`config.mk`:
```
export PLATFORM = sky130hd
export DESIGN_NAME = acq_frame_sequencer_flat
export DESIGN_NICKNAME = d
export VERILOG_FILES = /design/src/rtl/acq_frame_sequencer_if.sv /design/src/rtl/acq_frame_sequencer.sv /design/src/flat_wrapper.sv
export SDC_FILE = /design/constraint.sdc
export NUM_CORES = 1
export LEC_CHECK = 0
export ABC_AREA = 1
export CAP_MARGIN = 0
export CORE_MARGIN = 2
export CORE_UTILIZATION = 50
export CTS_CLUSTER_DIAMETER = 200
export DETAILED_ROUTE_END_ITERATION = 16
export HOLD_SLACK_MARGIN = 0.08
export PLACE_DENSITY_LB_ADDON = 0.05
export SLEW_MARGIN = 10
export SYNTH_ARGS = -nofsm -noshare
export SYNTH_HDL_FRONTEND = slang
export SYNTH_SLANG_ARGS = --single-unit
```
`constraint.sdc`:
```
create_clock -name clk -period 1.75 [get_ports clk]
set_clock_uncertainty 0.15 [all_clocks]
set_input_delay 0.4375 -clock clk [delete_from_list [all_inputs] [get_ports clk]]
set_output_delay 0.4375 -clock clk [all_outputs]
set_load 0.03 [all_outputs]
```
`src/rtl/acq_frame_sequencer_if.sv`:
```
// Handshake bundle between the frame sequencer and the ADC/SCE/DAC blocks it paces.
// The sequencer takes the master view; the datapath blocks (or a bench) take the slave view.
interface acq_frame_sequencer_if #(
    parameter int unsigned N_ADC = 2
);
    logic             run;
    logic             sample_tick;
    logic [N_ADC-1:0] adc_done;
    logic             adc_start;
    logic             sce_start;
    logic             sce_done;
    logic             dac_start;
    logic [3:0]       dac_addr;
    logic             dac_done;
    logic             busy;
    logic [15:0]      frame_cnt;
    logic             err;
    logic [1:0]       err_code;

    modport master (
        input  run,
        input  sample_tick,
        input  adc_done,
        input  sce_done,
        input  dac_done,
        output adc_start,
        output sce_start,
        output dac_start,
        output dac_addr,
        output busy,
        output frame_cnt,
        output err,
        output err_code
    );

    modport slave (
        output run,
        output sample_tick,
        output adc_done,
        output sce_done,
        output dac_done,
        input  adc_start,
        input  sce_start,
        input  dac_start,
        input  dac_addr,
        input  busy,
        input  frame_cnt,
        input  err,
        input  err_code
    );
endinterface

```
`src/rtl/acq_frame_sequencer.sv`:
```
// Frame sequencer for the ADC -> SCE -> DAC chain: one frame per sample_tick, per-phase watchdog.
// Optional OVERRUN_DETECT_EN adds overrun/ovr_cnt outputs counting ticks that land mid-frame.
module acq_frame_sequencer #(
    parameter int unsigned N_ADC       = 2,
    parameter int unsigned N_DAC_CH    = 3,
    parameter int unsigned TIMEOUT_CYC = 4096,
    parameter int unsigned TO_W        = 13
) (
    input  logic                 clk,
    input  logic                 rst,
`ifdef OVERRUN_DETECT_EN
    output logic                 overrun,
    output logic [7:0]           ovr_cnt,
`endif
    acq_frame_sequencer_if.master bus
);

    typedef enum logic [2:0] {
        StIdle,
        StWaitTick,
        StAdc,
        StSce,
        StDac,
        StErr
    } state_e;

    localparam logic [1:0] ErrAdc = 2'b01;
    localparam logic [1:0] ErrSce = 2'b10;
    localparam logic [1:0] ErrDac = 2'b11;

    state_e           state_q;
    logic             adc_start_q;
    logic             sce_start_q;
    logic             dac_start_q;
    logic [3:0]       dac_addr_q;
    logic             busy_q;
    logic [15:0]      frame_cnt_q;
    logic             err_q;
    logic [1:0]       err_code_q;
    logic [N_ADC-1:0] mask_q;
    logic [TO_W-1:0]  wdog_q;

    logic [N_ADC-1:0] adc_seen;
    logic             adc_all;
    logic             wdog_expired;
    logic             last_ch;

    // A done in the same cycle as the mask update must count, hence the OR with the live inputs.
    assign adc_seen     = mask_q | bus.adc_done;
    assign adc_all      = &adc_seen;
    assign wdog_expired = (wdog_q == TO_W'(TIMEOUT_CYC - 1));
    assign last_ch      = (dac_addr_q == 4'(N_DAC_CH - 1));

    always_ff @(posedge clk or posedge rst) begin
        if (rst) begin
            state_q     <= StIdle;
            adc_start_q <= 1'b0;
            sce_start_q <= 1'b0;
            dac_start_q <= 1'b0;
            dac_addr_q  <= 4'd0;
            busy_q      <= 1'b0;
            frame_cnt_q <= 16'd0;
            err_q       <= 1'b0;
            err_code_q  <= 2'b00;
            mask_q      <= '0;
            wdog_q      <= '0;
        end else begin
            adc_start_q <= 1'b0;
            sce_start_q <= 1'b0;
            dac_start_q <= 1'b0;
            unique case (state_q)
                StIdle: begin
                    err_q      <= 1'b0;
                    err_code_q <= 2'b00;
                    if (bus.run) begin
                        state_q <= StWaitTick;
                    end
                end
                StWaitTick: begin
                    if (!bus.run) begin
                        state_q <= StIdle;
                    end else if (bus.sample_tick) begin
                        state_q     <= StAdc;
                        adc_start_q <= 1'b1;
                        mask_q      <= '0;
                        wdog_q      <= '0;
                        busy_q      <= 1'b1;
                    end
                end
                StAdc: begin
                    mask_q <= adc_seen;
                    if (adc_all) begin
                        state_q     <= StSce;
                        sce_start_q <= 1'b1;
                        wdog_q      <= '0;
                    end else if (wdog_expired) begin
                        state_q    <= StErr;
                        err_q      <= 1'b1;
                        err_code_q <= ErrAdc;
                        busy_q     <= 1'b0;
                    end else begin
                        wdog_q <= wdog_q + TO_W'(1);
                    end
                end
                StSce: begin
                    if (bus.sce_done) begin
                        state_q     <= StDac;
                        dac_addr_q  <= 4'd0;
                        dac_start_q <= 1'b1;
                        wdog_q      <= '0;
                    end else if (wdog_expired) begin
                        state_q    <= StErr;
                        err_q      <= 1'b1;
                        err_code_q <= ErrSce;
                        busy_q     <= 1'b0;
                    end else begin
                        wdog_q <= wdog_q + TO_W'(1);
                    end
                end
                StDac: begin
                    if (bus.dac_done) begin
                        if (!last_ch) begin
                            dac_addr_q  <= dac_addr_q + 4'd1;
                            dac_start_q <= 1'b1;
                            wdog_q      <= '0;
                        end else begin
                            // Frame complete; run is only honoured here so handshakes finish.
                            frame_cnt_q <= frame_cnt_q + 16'd1;
                            busy_q      <= 1'b0;
                            state_q     <= bus.run ? StWaitTick : StIdle;
                        end
                    end else if (wdog_expired) begin
                        state_q    <= StErr;
                        err_q      <= 1'b1;
                        err_code_q <= ErrDac;
                        busy_q     <= 1'b0;
                    end else begin
                        wdog_q <= wdog_q + TO_W'(1);
                    end
                end
                StErr: begin
                    if (!bus.run) begin
                        state_q    <= StIdle;
                        err_q      <= 1'b0;
                        err_code_q <= 2'b00;
                    end
                end
                default: begin
                    state_q <= StIdle;
                    busy_q  <= 1'b0;
                end
            endcase
        end
    end

    assign bus.adc_start = adc_start_q;
    assign bus.sce_start = sce_start_q;
    assign bus.dac_start = dac_start_q;
    assign bus.dac_addr  = dac_addr_q;
    assign bus.busy      = busy_q;
    assign bus.frame_cnt = frame_cnt_q;
    assign bus.err       = err_q;
    assign bus.err_code  = err_code_q;

`ifdef OVERRUN_DETECT_EN
    logic in_frame;
    assign in_frame = (state_q == StAdc) || (state_q == StSce) || (state_q == StDac);

    always_ff @(posedge clk or posedge rst) begin
        if (rst) begin
            overrun <= 1'b0;
            ovr_cnt <= 8'd0;
        end else begin
            if (state_q == StIdle) begin
                overrun <= 1'b0;
            end else if (in_frame && bus.sample_tick) begin
                overrun <= 1'b1;
            end
            if (in_frame && bus.sample_tick && (ovr_cnt != 8'hFF)) begin
                ovr_cnt <= ovr_cnt + 8'd1;
            end
        end
    end
`else
    // Ticks outside WAIT_TICK are simply dropped when overrun detection is not built in.
`endif

endmodule
```
`src/flat_wrapper.sv`:
```
// flat-port wrapper written by rule: the top's interface ports become plain ports
module acq_frame_sequencer_flat 
#(
    parameter int unsigned N_ADC       = 2,
    parameter int unsigned N_DAC_CH    = 3,
    parameter int unsigned TIMEOUT_CYC = 4096,
    parameter int unsigned TO_W        = 13
)
  (clk, rst, bus_run, bus_sample_tick, bus_adc_done, bus_sce_done, bus_dac_done, bus_adc_start, bus_sce_start, bus_dac_start, bus_dac_addr, bus_busy, bus_frame_cnt, bus_err, bus_err_code);
  acq_frame_sequencer_if #(.N_ADC(N_ADC)) bus_i ();
  input  logic clk;
  input  logic rst;
  input wire logic [$bits(bus_i.run)-1:0] bus_run;
  input wire logic [$bits(bus_i.sample_tick)-1:0] bus_sample_tick;
  input wire logic [$bits(bus_i.adc_done)-1:0] bus_adc_done;
  input wire logic [$bits(bus_i.sce_done)-1:0] bus_sce_done;
  input wire logic [$bits(bus_i.dac_done)-1:0] bus_dac_done;
  output wire logic [$bits(bus_i.adc_start)-1:0] bus_adc_start;
  output wire logic [$bits(bus_i.sce_start)-1:0] bus_sce_start;
  output wire logic [$bits(bus_i.dac_start)-1:0] bus_dac_start;
  output wire logic [$bits(bus_i.dac_addr)-1:0] bus_dac_addr;
  output wire logic [$bits(bus_i.busy)-1:0] bus_busy;
  output wire logic [$bits(bus_i.frame_cnt)-1:0] bus_frame_cnt;
  output wire logic [$bits(bus_i.err)-1:0] bus_err;
  output wire logic [$bits(bus_i.err_code)-1:0] bus_err_code;
  assign bus_i.run = bus_run;
  assign bus_i.sample_tick = bus_sample_tick;
  assign bus_i.adc_done = bus_adc_done;
  assign bus_i.sce_done = bus_sce_done;
  assign bus_i.dac_done = bus_dac_done;
  assign bus_adc_start = bus_i.adc_start;
  assign bus_sce_start = bus_i.sce_start;
  assign bus_dac_start = bus_i.dac_start;
  assign bus_dac_addr = bus_i.dac_addr;
  assign bus_busy = bus_i.busy;
  assign bus_frame_cnt = bus_i.frame_cnt;
  assign bus_err = bus_i.err;
  assign bus_err_code = bus_i.err_code;
  acq_frame_sequencer #(.N_ADC(N_ADC), .N_DAC_CH(N_DAC_CH), .TIMEOUT_CYC(TIMEOUT_CYC), .TO_W(TO_W)) u_core (.clk(clk), .rst(rst), .bus(bus_i));
endmodule
```
==> impl_results.md <==
- Max Freq: 0.562 GHz
- Most frequent cell after synthesis: nand2_1
- Placement-stage cell area: 0.00351 sq mm
- Synth top area cells: dfrtp_1, nand2_1, inv_1
- Top_reg_cell synth: dfrtp_1
- CP Class: register to output port
- First-pass GRT wire length: 11.0 mm
- Die height: 76.2 microns
- Vias in the first global route: 2488
- Clock Path Buffers: 2
- Clk root buf: clkbuf_8
- Leakage: 2.13 nW
- Hold Slack: 0.301 ns
- Layout area overhead: 53.1%
- Final Slew Violations: 0
- Hold Path Class: input port to asynchronous set/reset pin
- Final WL: 6.85 mm
- Dpl hpwl: 4.72 mm
- Placed Cells: 496
- Failing checks: negative setup slack
- Vias/cell: 4.94
- Post-synth ARST share: 100%
- MaxCap Viol Count: 0
- Share of cells above drive strength 1: 39.9%
- Ys Warns: 0
- Share of the synthesized area in the top cell type: 43.2%
- Avg WL per Cell: 12.9 microns
- Unrepaired setup endpoints after global routing: yes
- Core area: 0.00507 sq mm
- Full die area: 0.00581 sq mm
- Post-route ant nets: 0
- Drc violations: 0
- # port buffers: 34
- GR Overflow Total: 0
- Worst-skew pair later-pin latency: 0.30 ns
- Non-filler instance count after layout: 529
- Slew @ Worst Pin: 0.319 ns
- Worst Setup Start Kind: register
- Status: finished, violations left
- Starting density of the core: 51.4%
- Crit path capture type: output port
- Worst Path Arrival: 1.19 ns
- Syn avg cell area: 7.87 sq um
- Total vias in the final route: 2614
- Netlist cell types: 30
- Place WS: -0.330 ns
- # diodes: 0
- Crit path cell chain: buf_4 -> clkdlybuf4s15_1
- Total iterations of the first detailed-routing run: 4
- Net Count, Synth: 343
- Synth area leader: dfrtp_1
- Mapped cell area: 0.00261 sq mm
- CP peak stage delay: 0.43 ns
- Final period utilization: 102%
- Final Hold Viols: 0
- Synth cell count leaders: nand2_1, dfrtp_1, inv_1
- Fin nets: 470
- Iter 0 DRT Violations: 154
- Largest net degree at the start of global routing: 31
- Core Util, Final: 78.6%
- Power density cells: 1210 mW/mm^2
- Max-slew headroom: 78.8%
- Htree depth: 2
- Cell area after layout: 0.00399 sq mm
- CP max FO: 3
- Critical-path top delay cell: dfrtp_2
- Setup violators final: 1
- Register area share after synthesis: 43.2%
- Final period demand of the worst path: 1.78 ns
- Clk sink count: 45
- Cells after Synth: 331
- FF+latch count, synth: 45
- Initial antenna violation count: 0
- Worst EP required: 1.16 ns
- Ports: 35
- Reg clk slew, reported paths: 0.10 ns
- Final estimated routing congestion in global placement: 0.887
- Rows: 26
- CTS tree: built
- Max rail drop VDD: 924 uV
- DIE WIDTH: 76.2 microns
- Hold buffer count at cts: 0
- Inserted Clock Buffers: 5
- Post-route setup slack: -0.0301 ns
- Total GRT Usage: 23.2%
- Number of synthesized flops with an enable pin: 0
## metrics by stage
stage	total power, mW	TNS (ns)
6_report	4.81	-0.0301
5_1_grt	5.12	-0.957
4_1_cts	4.41	-0.00722
3_5_place_dp	3.66	-9.87
3_3_place_gp	3.64	-9.10
2_1_floorplan	2.82	0
## final timing paths
check / start / endpoint / slack (ns) / cells past startpoint
min reg2reg: u_core.bus.frame_cnt[15]$_DFFE_PP0P_ / u_core.bus.frame_cnt[15]$_DFFE_PP0P_ / 0.32 / 1
min in group clk: u_core.bus.frame_cnt[15]$_DFFE_PP0P_ / u_core.bus.frame_cnt[15]$_DFFE_PP0P_ / 0.32 / 1
max in group asynchronous: rst / u_core.state_q[0]$_DFFE_PP0P_ / 0.91 / 3
max reg2reg: u_core.wdog_q[1]$_DFFE_PP0P_ / u_core.state_q[1]$_DFFE_PP0P_ / 0.02 / 10
max: u_core.bus.dac_addr[0]$_DFFE_PP0P_ / bus_dac_addr[0] / -0.03 / 2
min: rst / u_core.bus.frame_cnt[15]$_DFFE_PP0P_ / 0.30 / 3
## per-layer routing
layer | vias up | global-route usage (%) | part of all wire (%)
met4 | 0 | 7.45 | 2.3
met1 | 1225 | 28.5 | 42
met3 | 16 | 3.55 | 3.4
li1 | 1301 | - | -
met5 | - | 0 | 0
met2 | 72 | 41.9 | 53
## critical path: cells and delay by family, from the launching register on
| family | cells | cell delay (ns) |
|---|---|---|
| buf+inv | 2 | 0.47 |
| flops | 1 | 0.43 |
## layout make-up
class                   count  area, sq um
repair buffers            120          988
clock inverters             2         13.8
flip-flops and latches     45         1130
well taps                  70         87.6
multi-input cells         234         1470
inverters                  52          220
clock buffers               6         82.6
fillers                   375         1080
## placed cells by master (no fill, tap or decap), types with 8 or more instances in the layout
master / instances
nor2_2: 14
nand2_2: 10
nand2_1: 68
dlygate4sd2_1: 26
o21ai_0: 11
buf_4: 81
dfrtp_1: 40
nor2_1: 27
nand3_1: 11
nand4_1: 8
nor2_4: 15
inv_1: 38
xor2_1: 8
inv_2: 8
## repair_timing
| item | CTS | global route |
|---|---|---|
| setup endpoints to repair | 46 | 32 |
| pin swaps | 7 | 28 |
| buffers inserted | 10 | 15 |
| resized for setup | 46 | 64 |
## sequential cells by signal (all words and copies together) (netlist names)
register	cells
u_core.wdog_q	13
u_core.bus.busy	1
u_core.mask_q	2
u_core.state_q	3
u_core.bus.frame_cnt	16
u_core.bus.sce_start	1
u_core.bus.err_code	2
u_core.bus.adc_start	1
u_core.bus.dac_start	1
u_core.bus.err	1
u_core.bus.dac_addr	4
## logic make-up (layout without fill, tap and decap cells)
family,after synthesis,after routing,share of synthesized area [%]
flops,45,45,43.2
buf+inv,52,180,7.78
fa+ha+maj,4,4,1.92
compound gates,43,43,9.79
simple gates,172,172,32.3
xor+xnor,15,15,5.04
## power breakdown
group,switching (mW),internal (mW),leakage [nW]
Combinational,1.60,1.18,1.47
Sequential,0.133,1.19,0.605
Clock,0.379,0.321,0.0512
Total,2.12,2.69,2.13
Power figures use the tool's default switching activity.
